## config.mk

```make
export PLATFORM = sky130hd
export DESIGN_NAME = exec_sequencer
export DESIGN_NICKNAME = d
export VERILOG_FILES = /design/src/rtl/exec_sequencer.sv
export SDC_FILE = /design/constraint.sdc
export NUM_CORES = 1
export LEC_CHECK = 0
export ABC_CLOCK_PERIOD_IN_PS = 2560
export CAP_MARGIN = 20
export CELL_PAD_IN_SITES_DETAIL_PLACEMENT = 0
export CELL_PAD_IN_SITES_GLOBAL_PLACEMENT = 1
export CORE_ASPECT_RATIO = 0.7
export CORE_MARGIN = 2
export CORE_UTILIZATION = 37
export CTS_CLUSTER_SIZE = 40
export DETAILED_ROUTE_END_ITERATION = 7
export HOLD_SLACK_MARGIN = 0.12
export PLACE_DENSITY = 0.89
export SLEW_MARGIN = 30
export SYNTH_ARGS = -nofsm -noshare
export SYNTH_HDL_FRONTEND = slang
export SYNTH_SLANG_ARGS = --single-unit
```

## constraint.sdc

```tcl
create_clock -name clk -period 2.56 [get_ports clk]
set_input_delay 0.512 -clock clk [delete_from_list [all_inputs] [get_ports clk]]
set_output_delay 0.512 -clock clk [all_outputs]
set_load 0.005 [all_outputs]
```

## src/rtl/exec_sequencer.sv

```systemverilog
// exec_sequencer: multi-cycle fetch / execute / write-back control FSM.
// Fetches one instruction, holds it for the datapath, retires it, and stops on ebreak or traps.
module exec_sequencer #(
    parameter logic [63:0] RESET_PC = 64'h0000_0000_8000_0000,
    parameter int unsigned TIMEOUT  = 16,
    parameter int unsigned CNT_W    = 64
) (
    input  logic             clk,
    input  logic             rst_n,
    output logic             imem_req_valid,
    output logic [63:0]      imem_req_addr,
    input  logic             imem_req_ready,
    input  logic             imem_rsp_valid,
    input  logic [31:0]      imem_rsp_inst,
    output logic [31:0]      inst_q,
    output logic             exec_en,
    input  logic             exec_done,
    input  logic             exec_redirect,
    input  logic [63:0]      exec_target,
    output logic             rf_wen,
    output logic [63:0]      pc,
    output logic [CNT_W-1:0] retired,
    output logic             halted,
    output logic             trap,
    output logic [1:0]       trap_cause
);
    localparam int unsigned      TMR_W       = (TIMEOUT > 1) ? $clog2(TIMEOUT) : 1;
    localparam logic [TMR_W-1:0] TMR_LAST    = TMR_W'(TIMEOUT - 1);
    localparam logic [31:0]      INST_NOP    = 32'h0000_0013;
    localparam logic [31:0]      INST_EBREAK = 32'h0010_0073;
    localparam logic [1:0]       CAUSE_NONE    = 2'd0;
    localparam logic [1:0]       CAUSE_ILLEGAL = 2'd1;
    localparam logic [1:0]       CAUSE_TIMEOUT = 2'd2;

    typedef enum logic [2:0] {
        ST_FETCH,
        ST_WAIT_RSP,
        ST_EXEC,
        ST_WB,
        ST_HALT,
        ST_TRAP
    } state_e;

    state_e           state_q, state_d;
    logic [TMR_W-1:0] timer_q, timer_d;
    logic             redir_q, redir_d;
    logic [63:0]      target_q, target_d;
    logic [31:0]      inst_d;
    logic [63:0]      pc_d;
    logic [CNT_W-1:0] retired_d;
    logic [1:0]       cause_d;

    assign imem_req_addr = pc;

    // Next-state and datapath-register update logic.
    always_comb begin
        state_d   = state_q;
        timer_d   = timer_q;
        redir_d   = redir_q;
        target_d  = target_q;
        inst_d    = inst_q;
        pc_d      = pc;
        retired_d = retired;
        cause_d   = trap_cause;

        case (state_q)
            ST_FETCH: begin
                if (imem_req_valid && imem_req_ready) begin
                    state_d = ST_WAIT_RSP;
                    timer_d = '0;
                end
            end
            ST_WAIT_RSP: begin
                // A response in the last allowed cycle beats the timeout.
                if (imem_rsp_valid) begin
                    inst_d = imem_rsp_inst;
                    if (imem_rsp_inst == INST_EBREAK) begin
                        state_d = ST_HALT;
                    end else if (imem_rsp_inst[1:0] != 2'b11) begin
                        state_d = ST_TRAP;
                        cause_d = CAUSE_ILLEGAL;
                    end else begin
                        state_d = ST_EXEC;
                    end
                end else if (timer_q == TMR_LAST) begin
                    state_d = ST_TRAP;
                    cause_d = CAUSE_TIMEOUT;
                end else begin
                    timer_d = timer_q + TMR_W'(1);
                end
            end
            ST_EXEC: begin
                if (exec_done) begin
                    state_d  = ST_WB;
                    redir_d  = exec_redirect;
                    target_d = exec_target & ~64'h1;
                end
            end
            ST_WB: begin
                state_d   = ST_FETCH;
                retired_d = retired + CNT_W'(1);
                pc_d      = redir_q ? target_q : pc + 64'd4;
            end
            ST_HALT, ST_TRAP: begin
                state_d = state_q;
            end
            default: begin
                state_d = ST_FETCH;
            end
        endcase
    end

    // State register with Moore outputs registered from the next state.
    always_ff @(posedge clk or negedge rst_n) begin
        if (!rst_n) begin
            state_q        <= ST_FETCH;
            timer_q        <= '0;
            redir_q        <= 1'b0;
            target_q       <= '0;
            inst_q         <= INST_NOP;
            pc             <= RESET_PC;
            retired        <= '0;
            imem_req_valid <= 1'b0;
            exec_en        <= 1'b0;
            rf_wen         <= 1'b0;
            halted         <= 1'b0;
            trap           <= 1'b0;
            trap_cause     <= CAUSE_NONE;
        end else begin
            state_q        <= state_d;
            timer_q        <= timer_d;
            redir_q        <= redir_d;
            target_q       <= target_d;
            inst_q         <= inst_d;
            pc             <= pc_d;
            retired        <= retired_d;
            imem_req_valid <= (state_d == ST_FETCH);
            exec_en        <= (state_d == ST_EXEC);
            rf_wen         <= (state_d == ST_WB);
            halted         <= (state_d == ST_HALT);
            trap           <= (state_d == ST_TRAP);
            trap_cause     <= cause_d;
        end
    end
endmodule

```

==> results.toml <==
[status]
status = "completed"

[grt]
overflow = 0
grtUsageTotal_pct = 21.9
grt_max_degree = 96
grt_pass1_wl_um = 58700
grt_antenna_before_repair = 2
grt_pass1_vias = 10182

[drt]
wire_per_inst_um = 19.6
wirelength_um = 37100
drc = 0
ant_nets = 0
drt_iter0_markers = 657
dr.pass1.iters = 5
routed_via_density = 5.41
num_vias = 10249

[timing]
fmax_mhz = 406
min_period_ps = 2460
period_share_pct = 96.3
tightest_slew_ps = 930
setup_viol = 0
drv_slew = 0
setup_ws_ps = 95.3
finClkSkew_ps = 25.1
grt_setup_unrepaired = "false"
hold_violations = 0
slew_headroom_pct = 37.8
tns_ps = 0

[synthesis]
avgSynthCellArea_um2 = 10.4
ys_types = 67
synth_seq_cells = 237
async_reset_ff_share_pct = 100
synthFlopType = "dfrtp_1"
syn_area_mm2 = 0.0119
synth_seq_area_share_pct = 49.8
synth-edff-count = 0
syn_inst = 1148
yosys_warnings = 0

[clock_network]
cts.sinks = 237
cts_made_buffers = 26
worst_skew_pair.late_latency_ps = 550
clkTransAtPathRegs_ps = 60
post_cts_buffers = 0
ctsHtreeMaxLevel = 1
root_buffer = "clkbuf_16"
tritoncts = "built"
clockBufferDepth = 3

[layout]
final_cell_mix = "clkdlybuf4s50_1 (328), dfrtp_1 (232), mux2_2 (94)"
final_common_cell = "clkdlybuf4s50_1"
layout.nets = 1561
fillerInstances = 2799
stdcell_count = 1894
drive_gt1_share_pct = 15.4
area_growth_pct = 38.5
final_util_pct = 52.5

[worst_setup_path]
worstSetupStartpoint = "imem_req_addr[3]"
endpoint_kind = "flip-flop"
cpPeakStageDelay_ps = 630
cp_top_family = "simple AND/OR/NAND/NOR gates"
crit_path_cell_trace = "ha_1 -> nand3_1 -> or4_1 -> buf_4 -> or3_1 -> o211ai_1 -> o311ai_0"
cp_slowest_cell = "or4_1"
rr_worst_depth = 7
critPathCapture = "imem_req_addr[48]"
r2r_end = "imem_req_addr[48]"
critical_path_class = "flip-flop to flip-flop"
cp.arrival_ps = 2850
cp_num_buf_inv = 1
start_kind = "flip-flop"
worst-path-stages = 7
rrSetupSlack_ps = 100
r2r-start = "imem_req_addr[3]"
cp.required_ps = 2950
crit_fanout = 8

[run]
maxCapViolCount = 0

[power_and_ir_drop]
p_sw_mw = 3.64
p_int_mw = 8.75
p_leak_nw = 6.81
power_frac_comb_pct = 29.0
sequentialPowerShare_pct = 41.8
pwr-share-clk_pct = 29.3
p_per_area_mw_per_mm2 = 751
switching_share_pct = 29.4
ir_drop_v = 0.000635

[floorplanning]
die_w_um = 218
fp.dieH_um = 154
initial_core_util_pct = 37.9
die-area_mm2 = 0.0337
placementRows = 54
core-area_mm2 = 0.0314
ios = 333

[place]
preCtsSetupSlack_ps = 110
gp_congestion = 0.842
place_inst = 1847
port_buffers = 329
hpwlAfterDp_um = 26900

[hold_path]
hold_class = "flip-flop to flip-flop"
==> Yosys cell counts, drive strengths merged (18+ instances only) <==
| library cell | number | area [um2] |
|---|---|---|
| nand3 | 62 | 320 |
| and4 | 18 | 158 |
| buf | 74 | 523 |
| and3 | 38 | 238 |
| nand2 | 83 | 312 |
| xnor2 | 40 | 350 |
| clkbuf | 42 | 159 |
| o21ai | 44 | 220 |
| dfrtp | 233 | 5830 |
| nor3 | 47 | 240 |
| nor4 | 31 | 206 |
| nor2 | 59 | 221 |
| a21oi | 44 | 220 |
| nand4 | 45 | 282 |
| mux2 | 94 | 1060 |
| xor2 | 24 | 210 |
==> per-stage QoR <==
step	hold slack, ps	power [mW]	cell area, um2
floorplan	216	6.76	11900
global placement	450	8.71	15600
detailed placement	455	8.81	15600
CTS	470	12.5	16500
global route	490	13.1	16500
finish	466	12.4	16500
==> cell families (layout without fill, tap and decap cells) <==
logic type	after synthesis	after routing	share of synthesized area, %
flops	237	237	49.8
compound gates	173	173	9.51
other cells	1	3	0.0315
mux	97	97	9.14
fa+ha+maj	3	3	0.315
buf+inv	131	455	6.20
simple gates	442	442	20.3
xor+xnor	64	64	4.71
==> metal layers <==
| metal | vias up | wire length [um] | GRT usage (%) |
|---|---|---|---|
| li1 | 4809 | - | - |
| met1 | 4998 | 16700 | 31.0 |
| met2 | 382 | 16400 | 33.3 |
| met3 | 56 | 3250 | 6.39 |
| met4 | 4 | 740 | 4.73 |
| met5 | - | 28 | 0 |
==> flip-flops by register name, summed over array words and instances, names as in the netlist <==
signal	flops
retired	64
imem_req_addr	63
target_q	63
inst_q	32
timer_q	4
state_q	3
trap_cause	2
exec_en	1
halted	1
imem_req_valid	1
redir_q	1
rf_wen	1
trap	1
==> power groups by stage <==
stage | clock [mW] | combinational (mW) | sequential [mW]
after CTS | 3.72 | 3.60 | 5.18
after detailed placement | 0 | 3.58 | 5.23
after floorplan | 0 | 1.60 | 5.16
after global routing | 3.88 | 3.91 | 5.30
after global placement | 0 | 3.52 | 5.19
final | 3.62 | 3.59 | 5.18
==> timing repair <==
item                       CTS  global route
resized for setup            0             2
hold endpoints to repair    47             0
hold buffers                 1             0
setup endpoints to repair    0             2
==> worst min path at each step <==
stage | cells past startpoint | end | slack [ps] | start
finish | 2 | imem_req_addr[1] | 470 | target_q[1]
global route | 2 | imem_req_addr[1] | 490 | target_q[1]
CTS | 2 | imem_req_addr[1] | 470 | target_q[1]
detailed placement | 2 | imem_req_addr[1] | 460 | target_q[1]
global placement | 2 | imem_req_addr[1] | 450 | target_q[1]
floorplan | 0 | exec_en | 220 | rst_n
==> tightest hold or removal path: stages, from the launching register on <==
cell	delay, ps
dfrtp_1	340
nand2_1	50
nand2_1	50
==> cell type report <==
type	instances	area, um2	area share [%]
tap	420	526	3.19
inverter	15	56.3	0.341
sequential	237	5940	36.0
multi-input combinational	781	5250	31.8
antenna	1	2.50	0.0152
clock buffer	39	779	4.73
clock inverter	6	45.0	0.273
timing repair buffer	395	3900	23.6
(Power assumes the default switching activity.)
